## src/rtl/riscv_pkg.sv

```systemverilog
// Shared RISC-V core definitions: datapath width,
// register-file geometry and the matching typedefs.
package riscv_pkg;

  localparam int XLEN       = 32;
  localparam int REG_ADDR_W = 5;
  localparam int NREGS      = 32;

  typedef logic [REG_ADDR_W-1:0] reg_addr_t;
  typedef logic [XLEN-1:0]       xlen_t;

endpackage

```

## src/rtl/registers.sv

```systemverilog
// Integer register file: x0 hard-wired to zero,
// two combinational read ports, one write port.
//
// Ports:
//   clk, rst          rising-edge clock, sync active-high reset
//   read_reg1/2       read port addresses
//   read_data1/2      read port data (same-cycle)
//   write_reg         write port address
//   write_data        write port data
//   reg_write_enable  write strobe
module registers
  import riscv_pkg::*;
#(
  parameter int XLEN  = riscv_pkg::XLEN,
  parameter int NREGS = riscv_pkg::NREGS
) (
  input  logic      clk,
  input  logic      rst,
  input  reg_addr_t read_reg1,
  input  reg_addr_t read_reg2,
  input  reg_addr_t write_reg,
  input  xlen_t     write_data,
  input  logic      reg_write_enable,
  output xlen_t     read_data1,
  output xlen_t     read_data2
);

  // No storage for x0; index 0 does not exist.
  logic [XLEN-1:0] regs_q [1:NREGS-1];
  logic [XLEN-1:0] regs_d [1:NREGS-1];

  logic wr_ok;

  assign wr_ok = reg_write_enable
               & (write_reg != '0);

  always_comb begin
    for (int i = 1; i < NREGS; i++) begin
      regs_d[i] = regs_q[i];
      if (wr_ok && write_reg == reg_addr_t'(i)) begin
        regs_d[i] = write_data;
      end
    end
  end

  always_ff @(posedge clk) begin
    if (rst) begin
      for (int i = 1; i < NREGS; i++) begin
        regs_q[i] <= '0;
      end
    end else begin
      for (int i = 1; i < NREGS; i++) begin
        regs_q[i] <= regs_d[i];
      end
    end
  end

  reg_addr_t rd_addr [2];

  assign rd_addr[0] = read_reg1;
  assign rd_addr[1] = read_reg2;

  // Both read ports are the same mux + bypass.
  // The bypass lets a consumer see a value in the
  // cycle it is written; it is off during reset
  // because the write will be dropped.
  for (genvar p = 0; p < 2; p++) begin : g_rd
    logic            bypass;
    logic [XLEN-1:0] data;

    always_comb begin
      bypass = ~rst & wr_ok
             & (rd_addr[p] == write_reg);
      data = '0;
      for (int i = 1; i < NREGS; i++) begin
        if (rd_addr[p] == reg_addr_t'(i)) begin
          data = regs_q[i];
        end
      end
      if (bypass) begin
        data = write_data;
      end
    end
  end

  assign read_data1 = g_rd[0].data;
  assign read_data2 = g_rd[1].data;

endmodule

```

## config.mk

```make
export PLATFORM = sky130hd
export DESIGN_NAME = registers
export DESIGN_NICKNAME = d
export VERILOG_FILES = /design/src/rtl/riscv_pkg.sv /design/src/rtl/registers.sv
export SDC_FILE = /design/constraint.sdc
export NUM_CORES = 2
export LEC_CHECK = 0
export ABC_AREA = 1
export CAP_MARGIN = 15
export CORE_ASPECT_RATIO = 1.75
export CORE_MARGIN = 3
export CORE_UTILIZATION = 57
export CTS_CLUSTER_DIAMETER = 30
export DETAILED_ROUTE_END_ITERATION = 16
export PLACE_DENSITY = 0.87
export SLEW_MARGIN = 20
export SYNTH_ARGS = -nofsm -noshare
export SYNTH_HDL_FRONTEND = slang
export SYNTH_SLANG_ARGS = --single-unit
```

## constraint.sdc

```tcl
create_clock -name clk -period 2.3 [get_ports clk]
set_input_delay 0.23 -clock clk [delete_from_list [all_inputs] [get_ports clk]]
set_output_delay 0.23 -clock clk [all_outputs]
set_load 0.005 [all_outputs]
```

# Word-level counts from Yosys, hierarchy flattened
# Memory sizes are Yosys's and may differ from the RTL's.
# Cells that the tools add are included.
[totals]
reg_bits = 0
ramBits = 992
out_inout_bits = 64
wordCells = 293
mem_count = 1
[mem_list]
columns = ["memory", "depth", "word_bits", "read_ports", "rd_clocked_by_memory_dff", "write_ports", "line_no", "source"]
rows = [
  ["regs_q", 31, 32, 31, 0, 31, "registers.sv:29", "logic [XLEN-1:0] regs_q [1:NREGS-1];"],
]
[classes]
eq_ne = 95
mux = 129
bitwise_logic = 36
reduce_logical = 32
[op_table]
columns = ["cell", "n"]
rows = [
  ["32-bit two-way mux", 126],
  ["5-bit equality test, second input constant", 48],
  ["5-bit by 4-bit equality test with 1-bit output, second input constant", 24],
  ["5-bit by 3-bit equality test with 1-bit output, second input constant", 12],
  ["1-bit logical AND", 31],
  ["1-bit bitwise OR", 31],
  ["5-bit by 2-bit equality test with 1-bit output, second input constant", 6],
  ["5-bit by 1-bit equality test with 1-bit output, second input constant", 3],
  ["5-bit equality test", 2],
  ["5-bit nonzero test", 1],
  ["1-bit bitwise AND", 4],
  ["1-bit two-way mux", 3],
  ["1-bit inverter", 1],
]

# Longest topological paths before layout
[logic_depth]
depth_word = 33
depth_mapped = 25

# Least setup slack after synthesis
# OpenSTA, ideal clock, no wires.
[synth_timing]
kind = "input -> output"
start = "input read_reg1[2]"
end = "output read_data1[29]"
arrival_time_ns = 2.131
required_ns = 2.070
path_slack_ns = -0.061
stages = 23
path_buffers = 4
path_cell_list = "buf_2 > nor2_1 > buf_2 > nand3_2 > buf_4 > buf_6 > nor2_1 > nor2_1 > nand4_1 > nand2_1 > nand4_1 > nor2_1 > nand4_1 > nor2_1 > nand4_1 > nor2_1 > nand4_1 > nor2_1 > nand4_1 > nor2_1 > nand4_1 > nand2_1 > nand2_1"
[synth_between]
elab_chain_len = 33
elab_cells_between_ends = 65
cone_classes = "eq/ne (32); mux (32); bitwise (1)"
[synth_lines]
columns = ["element", "line_no", "source"]
rows = [
  ["start: declaration", "registers.sv:19", "input reg_addr_t read_reg1,"],
  ["5-bit by 1-bit equality test with 1-bit output", "registers.sv:76", "if (rd_addr[p] == reg_addr_t'(i)) begin"],
  ["32-bit two-way mux (31 in a row)", "registers.sv:76", ""],
  ["32-bit two-way mux (*)", "registers.sv:80", "if (bypass) begin"],
  ["end: declaration", "registers.sv:24", "output xlen_t read_data1,"],
]
# Every way passes the cells marked *; elsewhere a longest branch is shown, timed or not.

==> impl_metrics.ini <==
[status]
status = finished with violations
violations = setup timing

[logic_synthesis]
synth_warnings = 0
avgSynthCellArea_um2 = 6.29
yosysSeqAreaShare_pct = 38.7
synth_edf_count = 0
synth_ff_type = dfxtp_1
synth_top_area_share_pct = 38.7
syn-cell-area_um2 = 51400
ys_seq_elements = 992
synthCells = 8163
synth_nets = 8213
synthTopCellsByArea = dfxtp_1 (39%), nand2_1 (19%), nor2_1 (8.4%)
synth.largest_area_cell = dfxtp_1
synthArstFlopShare_pct = 0
yosys.cell_types.count = 28

[layout]
fillers = 6502
nets = 8825
area_growth_pct = 32.0
drive_above_1_share_pct = 22.0
largest_reg_flops = 992
reg.largest.list = regs_q (992)
regMostFlops = regs_q

[route]
routed-via-count = 64584
vias_per_cell = 6.41
wire_per_inst_um = 24.1
drc_errors = 0
drtIter0Drc = 9318
drt_wl_total_um = 243000
ant_nets = 0
drtPass1Iterations = 10

[sta]
finalCritPeriodShare_pct = 186
hold_viol_final = 0
fin_setup_tns_ns = -89.27
rsz0062_at_grt = true
finalClockSkew_ns = 0
setup_viol = 64
hold_ws_ns = 0.0629
worst_slew_pin_slew_ns = 1.10
slew_headroom_pct = 26.6
fmax_mhz = 234
setup_slack_ns = -1.98
period_minus_slack_ns = 4.28
drv_slew = 0

[worst_hold_path]
hold_depth = 4
hp-class = in -> reg
holdCritStartpoint = write_data[29]
holdPathEnd = regs_q[0][349]$_SDFFE_PP0P_

[global_routing]
overflow = 0
grt_pass1_vias = 62432
gr-max-usage-layer = met2
grt_util_met2_pct = 77.7
met1_usage_pct = 49.9
grt_pass1_wl_um = 363000
grt_usage_pct = 50.5
grt_use_met3_pct = 16.9
antenna_found_initial = 15
grt_max_degree = 185

[place]
place_hpwl_um = 165000
place.gp.congestion = 1.10
io_buffers = 113

[clock_network]
cts.path.max_buffers = 3
clock-sinks = 992
insertion_delay_ns = 0.76
cts_tree = yes
cts_buffers = 145
clk_pin_slew_ns = 0.06
cts_root_buffer = clkbuf_16
htreeDepth = 4

[power_and_ir_drop]
switching_share_pct = 26.2
cellPowerDensity_nw_per_um2 = 655
clockPowerShare_pct = 52.1
switching_power_mw = 11.6
power_frac_seq_pct = 39.3
p_int_mw = 32.8
p_leak_nw = 25.5
vdd_drop_max_mv = 0.758
combinationalPowerShare_pct = 8.6

[floorplan]
ios = 114
initial_core_util_pct = 57.6
dieHeight_um = 403
fp-row-count = 145
dieArea_um2 = 93900
coreArea_um2 = 89300
die_w_um = 233

[setup_path]
rrSetupSlack_ns = 0.20
cp.required_ns = 2.07
r2r_cells = 14
arrival_ns = 4.05
rr_endpoint = regs_q[0][88]$_SDFFE_PP0P_
r2r-start = regs_q[0][88]$_SDFFE_PP0P_
start_kind = flop
crit_fanout = 3
critPathKind = reg -> out
cp-end-kind = output port

[run]
cap_viol_max_count = 0
cell type report:
type / instances / area (um2) / share of cell area (%)
multi-input combinational: 5903 / 28200 / 41.6
sequential: 992 / 20000 / 29.4
timing repair buffer: 1161 / 11000 / 16.2
clock buffer: 182 / 4050 / 5.97
inverter: 572 / 2200 / 3.25
tap: 1176 / 1470 / 2.17
clock inverter: 78 / 968 / 1.43
antenna: 13 / 32.5 / 0.0479
worst max-delay path by stage:
stage	start	endpoint
after floorplan	read_reg1[0]	read_data1[12]
after global placement	read_reg1[3]	read_data1[24]
after detailed placement	read_reg1[2]	read_data1[8]
after CTS	regs_q[0][34]$_SDFFE_PP0P_	read_data2[2]
after global routing	regs_q[0][105]$_SDFFE_PP0P_	read_data1[9]
final	regs_q[0][105]$_SDFFE_PP0P_	read_data1[9]
cell families after synthesis:
family / Yosys count / share of synthesized area (%)
and+or+nand+nor: 4656 / 37.8
buffers and inverters: 1268 / 9.47
AOI/OAI and AO/OA: 1241 / 14.0
DFF: 992 / 38.7
xor gates and xnor gates: 6 / 0.102
power groups by stage:
stage               sequential, mW  combinational [mW]  clock [mW]
detailed placement            17.8                3.39           0
finish                        17.5                3.80        23.2
global placement              17.8                3.36           0
floorplan                     17.8                1.56           0
CTS                           17.5                3.51        23.1
global route                  17.5                3.86        23.8
worst max-delay path, stage by stage (launching register included):
cell	delay, ns
dfxtp_2	0.32
inv_4	0.10
nor2_2	0.05
nor2_2	0.12
nand4_1	0.12
nand2_1	0.10
nand4_1	0.12
nor2_1	0.12
nand4_1	0.13
nor2_2	0.13
nand4_1	0.11
nor2_1	0.12
nand4_1	0.11
nor2_2	0.14
nand4_1	0.61
nor2_1	0.28
nand4_1	0.22
nand2_1	0.14
nand2_2	0.09
buf_6	0.13
synthesized netlist by cell type (75+ instances only):
master,n
nand3_1,212
clkbuf_1,556
nand2_1,2599
dfxtp_1,992
a211oi_1,381
nor2_1,1152
a21oi_1,734
o21ai_0,116
inv_1,542
nand4_1,607
buf_1,75
per-stage QoR:
stage | std cells | total power, mW | utilization (%) | setup slack [ns] | area (um2)
2_1_floorplan | 8163 | 19.4 | - | -0.00524 | 51400
6_report | 10077 | 44.4 | 76.0 | -1.98 | 67800
5_1_grt | 10067 | 45.2 | 76.0 | -2.00 | 67800
4_1_cts | 10066 | 44.0 | 75.3 | -1.84 | 67200
3_3_place_gp | 9745 | 21.2 | 68.0 | -2.23 | 60700
3_5_place_dp | 9745 | 21.2 | 68.0 | -2.22 | 60700
layer usage:
metal	routed length [um]	share of wire (%)
met1	72500	30
met4	35400	15
met2	107000	44
met5	39	0.016
met3	28700	12
repair_timing:
| item | in CTS | in global routing |
|---|---|---|
| pin swaps | 808 | 829 |
| endpoints found under the hold margin | 11 | 0 |
| buffers inserted | 65 | 19 |
| cloned | 3 | 1 |
| hold buffers | 5 | 0 |
| setup endpoints to repair | 64 | 69 |
| gates resized for setup | 746 | 214 |
placed cells by master, fill, tap and decap left out, types with 15 or more instances in the layout:
cell type        synthesis  final
nand2_1               2599   2484
nor2_1                1152    938
dfxtp_1                992    921
buf_4                    8    827
a21oi_1                734    725
nand4_1                607    607
inv_1                  542    494
a211oi_1               381    380
nand3_1                212    181
nor2_2                   9    177
buf_12                   0    157
clkbuf_16                0    151
nand2_2                  1    102
o21ai_0                116     97
buf_6                    1     72
buf_2                   52     70
dfxtp_2                  0     69
inv_2                   26     60
nor2_4                   0     46
nor3_1                  52     38
nand3_2                  4     29
clkdlybuf4s50_1          0     21
clkbuf_8                 0     18
o21ai_1                  9     17
inv_6                    0     16
clkinv_2                 0     16
bufinv_16                0     15
clkinvlp_4               0     15
(Power assumes the default switching activity.)
